<file path="src/rtl/axis_mux_n_arb.sv">
// axis_mux_n_arb: N-input AXI-Stream mux with packet-locked arbitration and a
// registered master stage.
//
// Once a channel wins arbitration it owns the output until its s_last beat is
// accepted, so packets never interleave. Each arbitration costs exactly one
// bubble cycle spent in IDLE.
//
// Ports
//   clk, reset          rising-edge clock, async active-high reset
//   sel                 requested channel (ARB_MODE=1 only, looked at in IDLE)
//   s_data/s_valid/
//   s_ready/s_last      flattened slave channels, channel i at [i*DATA_W +: DATA_W]
//   m_data/m_valid/
//   m_last              registered master beat
//   m_ready             downstream ready
//   m_grant             channel that produced the beat on the master outputs
//   busy                high while a packet is locked

// Per-channel slice: ready gating plus an AND mask, so the top can build the
// data mux as a plain OR across channels.
module axis_mux_n_arb_lane #(
  parameter int DATA_W = 8
) (
  input  logic              hit,      // this channel holds the lock
  input  logic              free,     // master register can take a beat
  input  logic              s_valid,
  input  logic              s_last,
  input  logic [DATA_W-1:0] s_data,
  output logic              s_ready,
  output logic              acc,
  output logic [DATA_W-1:0] data_m,
  output logic              last_m
);
  assign s_ready = hit & free;
  assign acc     = s_valid & s_ready;
  assign data_m  = hit ? s_data : '0;
  assign last_m  = hit & s_last;
endmodule

module axis_mux_n_arb #(
  parameter int DATA_W   = 8,
  parameter int NUM_CH   = 4,
  parameter int ARB_MODE = 0,
  parameter int SEL_W    = $clog2(NUM_CH)
) (
  input  logic                     clk,
  input  logic                     reset,
  input  logic [SEL_W-1:0]         sel,
  input  logic [NUM_CH*DATA_W-1:0] s_data,
  input  logic [NUM_CH-1:0]        s_valid,
  output logic [NUM_CH-1:0]        s_ready,
  input  logic [NUM_CH-1:0]        s_last,
  output logic [DATA_W-1:0]        m_data,
  output logic                     m_valid,
  input  logic                     m_ready,
  output logic                     m_last,
  output logic [SEL_W-1:0]         m_grant,
  output logic                     busy
);

  typedef enum logic {IDLE, LOCKED} state_t;

  state_t                        state, state_nxt;
  logic [SEL_W-1:0]              grant, grant_nxt;
  logic [SEL_W-1:0]              rr_last;
  logic [SEL_W-1:0]              rr_pick, cand, pick;
  logic                          rr_hit, ext_ok, pick_ok;
  logic                          locked, free, accept, beat_last;
  logic [DATA_W-1:0]             beat_data;
  logic [NUM_CH-1:0]             lane_hit, lane_acc, lane_last;
  logic [NUM_CH-1:0][DATA_W-1:0] lane_data;

  assign locked = (state == LOCKED);
  assign free   = !m_valid || m_ready;
  assign busy   = locked;

  for (genvar g = 0; g < NUM_CH; g++) begin : g_lane
    assign lane_hit[g] = locked && (grant == SEL_W'(g));
    axis_mux_n_arb_lane #(.DATA_W(DATA_W)) u_lane (
      .hit     (lane_hit[g]),
      .free    (free),
      .s_valid (s_valid[g]),
      .s_last  (s_last[g]),
      .s_data  (s_data[g*DATA_W +: DATA_W]),
      .s_ready (s_ready[g]),
      .acc     (lane_acc[g]),
      .data_m  (lane_data[g]),
      .last_m  (lane_last[g])
    );
  end

  // Only the locked lane passes anything through its mask, so OR is the mux.
  always_comb begin
    beat_data = '0;
    for (int i = 0; i < NUM_CH; i++) beat_data |= lane_data[i];
  end
  assign accept    = |lane_acc;
  assign beat_last = |lane_last;

  // Round-robin: first valid channel after the last packet's owner.
  always_comb begin
    rr_hit  = 1'b0;
    rr_pick = '0;
    cand    = '0;
    for (int k = 1; k <= NUM_CH; k++) begin
      cand = SEL_W'((int'(rr_last) + k) % NUM_CH);
      if (!rr_hit && s_valid[cand]) begin
        rr_hit  = 1'b1;
        rr_pick = cand;
      end
    end
  end

  // External select: out-of-range indices never win.
  assign ext_ok  = (int'(sel) < NUM_CH) && s_valid[sel];
  assign pick_ok = (ARB_MODE == 1) ? ext_ok : rr_hit;
  assign pick    = (ARB_MODE == 1) ? sel : rr_pick;

  always_comb begin
    state_nxt = state;
    grant_nxt = grant;
    case (state)
      IDLE: begin
        if (pick_ok) begin
          state_nxt = LOCKED;
          grant_nxt = pick;
        end
      end
      LOCKED: begin
        if (accept && beat_last) state_nxt = IDLE;
      end
      default: state_nxt = IDLE;
    endcase
  end

  always_ff @(posedge clk or posedge reset) begin
    if (reset) begin
      state   <= IDLE;
      grant   <= '0;
      rr_last <= SEL_W'(NUM_CH - 1);
    end else begin
      state <= state_nxt;
      grant <= grant_nxt;
      if (accept && beat_last) rr_last <= grant;
    end
  end

  // Master register: load on accept, otherwise drain on handshake.
  always_ff @(posedge clk or posedge reset) begin
    if (reset) begin
      m_valid <= 1'b0;
      m_data  <= '0;
      m_last  <= 1'b0;
      m_grant <= '0;
    end else if (accept) begin
      m_valid <= 1'b1;
      m_data  <= beat_data;
      m_last  <= beat_last;
      m_grant <= grant;
    end else if (m_ready) begin
      m_valid <= 1'b0;
    end
  end

endmodule

</file>
<file path="config.mk">
export PLATFORM = sky130hd
export DESIGN_NAME = axis_mux_n_arb
export DESIGN_NICKNAME = d
export VERILOG_FILES = /design/src/rtl/axis_mux_n_arb.sv
export SDC_FILE = /design/constraint.sdc
export NUM_CORES = 1
export LEC_CHECK = 0
export ABC_CLOCK_PERIOD_IN_PS = 2900
export BUFFER_PORTS_ARGS = -buffer_cell sky130_fd_sc_hd__clkbuf_2
export CORE_MARGIN = 8
export CORE_UTILIZATION = 47
export DETAILED_ROUTE_END_ITERATION = 10
export GPL_TIMING_DRIVEN = 0
export PLACE_DENSITY_LB_ADDON = 0.08
export SLEW_MARGIN = 20
export SYNTH_ARGS = -nofsm -noshare
export SYNTH_HDL_FRONTEND = slang
export SYNTH_SLANG_ARGS = --single-unit
</file>
<file path="constraint.sdc">
create_clock -name clk -period 2.9 [get_ports clk]
set_input_delay 0.29 -clock clk [delete_from_list [all_inputs] [get_ports clk]]
set_output_delay 0.29 -clock clk [all_outputs]
set_load 0.01 [all_outputs]
</file>
Yosys cells after proc, flatten, opt, wreduce, memory -nomap -nowiden
Cells that the tools add are included.
{"block": "op_classes", "addsub": 4, "muxes": 25, "n_eq_ne": 3, "order_cmp": 4, "reduce_logical": 18, "bitwise": 16}
{"op": "2-to-1 mux 8 bit", "n": 4}
{"op": "bitwise OR 8 bit", "n": 3}
{"op": "bitwise AND 1 bit", "n": 12}
{"op": "less-than comparator 2 x 3 -> 1 bit (second input constant)", "n": 4}
{"op": "2-to-1 mux 1 bit", "n": 12}
{"op": "binary-select mux 1 bit (select 2 bit)", "n": 4}
{"op": "logical AND 1 bit", "n": 8}
{"op": "2-to-1 mux 2 bit", "n": 4}
{"op": "OR reduction 4 bit", "n": 2}
{"op": "adder 2 x 1 -> 2 bit (second input constant)", "n": 2}
{"op": "adder 2 bit (second input constant)", "n": 2}
{"op": "== test 2 bit (second input constant)", "n": 2}
{"op": "zero test 1 bit", "n": 4}
{"op": "== test 2 x 1 -> 1 bit (second input constant)", "n": 1}
{"op": "zero test 2 bit", "n": 1}
{"op": "case mux 1 bit (2 select lines)", "n": 1}
{"op": "AND reduction 2 bit", "n": 1}
{"op": "nonzero test 2 bit", "n": 1}
{"op": "logical OR 1 bit", "n": 1}
{"op": "inverter 1 bit", "n": 1}
{"block": "word_totals", "elab_cells": 77, "regBits": 17, "output_inout_bits": 17, "in_bits": 45}

Longest topological paths before layout
{"block": "logic_depth", "ltp_word": 15, "ltp_mapped": 6, "mapped_depth_nobuf": 4}

Cells and area by module
A second synthesis with hierarchy kept.
{"block": "unflattened", "hier_cells": 135, "hier_area_um2": 1177.4}
{"module": "axis_mux_n_arb", "seq_area_each_um2": 427.9, "area_each_um2": 857.1, "instances": 1, "cells_per_inst": 87}
{"module": "axis_mux_n_arb_lane", "seq_area_each_um2": 0.0, "area_each_um2": 80.1, "instances": 4, "cells_per_inst": 12}

Worst setup path after synthesis
OpenSTA, ideal clock, no wires.
{"block": "synth_path", "path_kind": "reg-to-reg", "startpoint": "register m_valid", "endpoint": "register m_data[0]", "setup_ps": 125, "required_time_ps": 2775, "path_stages_with_launch": 6, "synth_period_minus_slack_ps": 1602, "path_buffers": 1, "arrival_ps": 1477, "slack_ps": 1298, "path_cell_list": "dfrtp_1 > nor2b_1 > nor3_2 > nor2_2 > buf_6 > mux2_4"}
{"block": "synth_via", "elab_chain_cells": 5, "elab_cells_between_ends": 11, "classes_between": "8 x bitwise; 3 x reduce/logical"}
{"element": "start, declared", "line": "54", "text": "output logic m_valid,"}
{"element": "start signal, assigned", "line": "151", "text": "m_valid <= 1'b0;"}
{"element": "start signal, assigned", "line": "156", "text": "m_valid <= 1'b1;"}
{"element": "start signal, assigned", "line": "161", "text": "m_valid <= 1'b0;"}
{"element": "zero test 1 bit (*)", "line": "74", "text": "assign free = !m_valid || m_ready;"}
{"element": "logical OR 1 bit (*)", "line": "74"}
{"element": "bitwise AND 1 bit", "line": "34", "text": "assign s_ready = hit & free;"}
{"element": "bitwise AND 1 bit", "line": "35", "text": "assign acc = s_valid & s_ready;"}
{"element": "OR reduction 4 bit (*)", "line": "97", "text": "assign accept = |lane_acc;"}
{"element": "end signal, assigned", "line": "157", "text": "m_data <= beat_data;"}
{"element": "end, declared", "line": "53", "text": "output logic [DATA_W-1:0] m_data,"}
Mark *: on every way between the ends. The rest lies on a longest branch, timed or not.
A chain may end at the register's enable or synchronous reset.

Worst setup path in the final report
{"block": "layout_path", "startpoint": "register grant[0]", "endpoint": "output s_ready[1]"}
{"block": "layout_via", "elab_chain_cells": 3}
{"element": "start, declared", "line": "64", "text": "logic [SEL_W-1:0] grant, grant_nxt;"}
{"element": "start signal, assigned", "line": "143", "text": "grant <= grant_nxt;"}
{"element": "== test 2 x 1 -> 1 bit", "line": "78", "text": "assign lane_hit[g] = locked && (grant == SEL_W'(g));"}
{"element": "logical AND 1 bit", "line": "78"}
{"element": "bitwise AND 1 bit", "line": "34"}
{"element": "end, declared", "line": "51", "text": "output logic [NUM_CH-1:0] s_ready,"}
Every way passes these cells.

==> implementation parameters <==
Parameter                              Value

Hold path
  Worst hold path type    in -> async

Detailed routing
  Iteration count of the initial detailed-routing pass    4
  Detailed Route Iter0 Violations    18
  Routed Antenna Nets    0
  Avg Vias per Cell    5.20
  Post-route DRC    0
  Routed wire per std cell    16.3 um
  Via count    920
  Final wirelength    2880 um

Critical path
  Worst-case register-to-register setup slack    1.14 ns
  Crit. End Element    output pin
  R2r endpoint    rr_last[0]
  Crit Path Category    reg -> out
  Startpoint of the most critical register-to-register path    m_valid
  R2R depth    4
  Crit path max fanout    10
  Required time reported for the critical path endpoint    2.61 ns
  Data arrival, critical path    1.47 ns
  Critical Path Source Type    flop

Global routing
  Number of antenna violations at the first check in global routing    0
  Global-route wire length before repair    4510 um
  Pin count of the biggest net entering global routing    18
  Vias in the first global route    995
  GRT Overall Usage    13.4%
  Remaining global-route overflow    0

Synthesis
  Dominant cells by area after synthesis    sky130_fd_sc_hd__dfrtp_1 33%, sky130_fd_sc_hd__mux4_1 12%, sky130_fd_sc_hd__mux2_4 11%, sky130_fd_sc_hd__mux4_2 6.0%, sky130_fd_sc_hd__mux2i_1 5.3%
  Yosys top cell area share    33.3%
  Syn Std Cell Area    1130 sq um
  Number of flops mapped to enable cells by yosys    0
  Seq cells post-synth    17
  Portion of the post-synthesis area used by sequential elements    38.0%
  Compound-Gate Fraction of Synth Area    7.77%
  Share of synthesized registers carrying an async set or reset    100%
  Ys Warns    0
  Adder-cell area share of the yosys netlist    0%
  Cell type with the largest total area after synthesis    sky130_fd_sc_hd__dfrtp_1
  Xor and xnor fraction of the mapped netlist area    0%
  Synth unique cells    29
  Fraction of synthesized area in multiplexers    37.6%
  Synthesized netlist net count    131
  Combinational family with the most area after synthesis    multiplexers
  Simple-gate share of the synthesized area    9.66%
  Count of mapped cells out of synthesis    86
  Avg Synthesized Cell Area    13.1 sq um
  Ys flop type    sky130_fd_sc_hd__dfrtp_1

STA
  Post-Route Setup TNS    0 ns
  Worst Max-Slew Pin Slew    0.630 ns
  Setup clock skew after layout    0.0124 ns
  Worst Slack Setup Final    1.14 ns
  Achievable Freq    567 MHz
  Slew Viols, Final    0
  Max-slew headroom    58.0%
  Unrepaired setup endpoints after global routing    no
  Final setup violation count    0
  Post-layout min period    1.76 ns
  Fraction of the cycle the final worst path needs    60.8%
  Final Hold Fails    0

Floorplanning
  Chip Width    65.0 um
  Core Region    2230 sq um
  Number of top-level pins    62
  Chip height    65.0 um
  Die outline area    4220 sq um
  Number of rows in the core area    17
  Initial cell density of the core    50.5%

Run status
  Run status    finished, final reports clean

Power and ir drop
  Sequential power share    28.9%
  Switching Fraction    36.9%
  Net switching component of the power    0.000568 W
  VDD IR max    0.620 mV
  Clock share of power    7.9%
  Logic gate share of total power    63.1%
  Pint    0.000970 W
  Leakage    0.787 nW
  Power density cells    1040 nW/um^2

CTS
  Hold-fix buffer count after cts    0
  Clk sinks    17
  Maximum root-to-sink buffer count    2
  Clock tree from TritonCTS    built
  Clk root buf    sky130_fd_sc_hd__clkbuf_4
  Clock insertion delay at the later pin of the skew report    0.29 ns
  CTS clk-pin slew, worst paths    0.10 ns
  # Post-CTS Setup Buffers    0
  CTS resizes    0
  # H-tree levels    1
  TritonCTS Buffers    3

Finish
  Syn-to-layout area delta    31.6%
  Area used by multi-input combinational logic    621 sq um
  Share of post-route cells with drive strength above 1    60.4%
  Sequential cell area    428 sq um
  Number of inserted diodes    0
  Fill count    191
  Post-layout net count    195

Placed design
  Final weighted congestion of routability-driven global placement    0.778
  Count of input and output buffers    59
  Final HPWL from detailed placement    2360 um
  DP Worst Slack    1.15 ns

Run
  Max-Cap Viols    0
==> cell type report <==
cell class / instances / area share (%)
Multi-Input combinational cell: 57 / 41.8
Tap cell: 28 / 2.36
Timing Repair Buffer: 59 / 19.9
Sequential cell: 17 / 28.8
Inverter: 3 / 0.759
Clock buffer: 4 / 1.77
Buffer: 9 / 4.55
==> power groups by stage <==
stage / Sequential, W / Clock [W] / Combinational, W
final: 0.000445 / 0.000122 / 0.000971
after global routing: 0.000461 / 0.000137 / 0.00105
after CTS: 0.000445 / 0.000126 / 0.000992
after detailed placement: 0.000450 / 0 / 0.000986
after global placement: 0.000442 / 0 / 0.000953
after floorplan: 0.000483 / 0 / 0.000681
==> synthesized netlist by cell type (3+ instances only) <==
cell and count:
sky130_fd_sc_hd__mux2_4 8, sky130_fd_sc_hd__inv_1 3, sky130_fd_sc_hd__nand2_1 3, sky130_fd_sc_hd__a21o_1 3, sky130_fd_sc_hd__mux4_2 3, sky130_fd_sc_hd__nor2_1 3, sky130_fd_sc_hd__mux4_1 5, sky130_fd_sc_hd__dfrtp_1 15
sky130_fd_sc_hd__mux2i_1 6, sky130_fd_sc_hd__buf_4 5, sky130_fd_sc_hd__mux2_2 4
==> how the worst max path moves through the flow <==
stage	to	startpoint	cells past startpoint	slack, ns
2_1_floorplan	m_data[0]	m_valid	5	1.30
3_3_place_gp	m_data[0]	m_ready	6	1.18
3_5_place_dp	rr_last[0]	m_ready	5	1.15
4_1_cts	s_ready[0]	grant[0]	5	1.11
5_1_grt	s_ready[1]	grant[0]	5	0.99
6_report	s_ready[1]	grant[0]	5	1.14
==> logic make-up (layout without fill, tap and decap cells) <==
group / after synthesis / after routing
simple gates: 19 / 19
mux: 26 / 26
buf+inv: 12 / 75
flops: 17 / 17
compound gates: 12 / 12
==> sequential cells by signal (all words and copies together) (netlist names) <==
name	flops
m_last	1
m_valid	1
grant	2
rr_last	2
busy	1
m_grant	2
m_data	8
==> per-stage QoR <==
stage | hold slack [ns] | cells | cell area, sq um | utilization [%] | total power (W)
2_1_floorplan | 0.215 | 86 | 1130 | - | 0.00116
3_3_place_gp | 0.381 | 173 | 1460 | 65.3 | 0.00140
3_5_place_dp | 0.385 | 173 | 1460 | 65.3 | 0.00144
4_1_cts | 0.0731 | 177 | 1480 | 66.4 | 0.00156
5_1_grt | 0.109 | 177 | 1480 | 66.4 | 0.00165
6_report | 0.0489 | 177 | 1480 | 66.4 | 0.00154
==> routing by layer <==
metal	track usage, %	vias up	wire [um]
li1	-	457	-
met5	0	-	0
met2	25.5	32	1530
met1	13.6	429	1160
met4	2.45	0	10
met3	4.98	2	180
==> critical path: stages (launching register included) <==
cell and delay, ns:
sky130_fd_sc_hd__dfrtp_1 0.34, sky130_fd_sc_hd__buf_6 0.16, sky130_fd_sc_hd__buf_4 0.21, sky130_fd_sc_hd__nor3b_1 0.23, sky130_fd_sc_hd__buf_4 0.14, sky130_fd_sc_hd__clkbuf_2 0.12
==> cell usage in the layout (no fill, tap or decap), types with 4 or more instances in the layout <==
master,n
sky130_fd_sc_hd__clkbuf_2,59
sky130_fd_sc_hd__dfrtp_1,15
sky130_fd_sc_hd__mux2_4,8
sky130_fd_sc_hd__mux2i_1,6
sky130_fd_sc_hd__buf_4,5
sky130_fd_sc_hd__mux4_1,5
sky130_fd_sc_hd__mux2_2,4
Power figures use the tool's default switching activity.
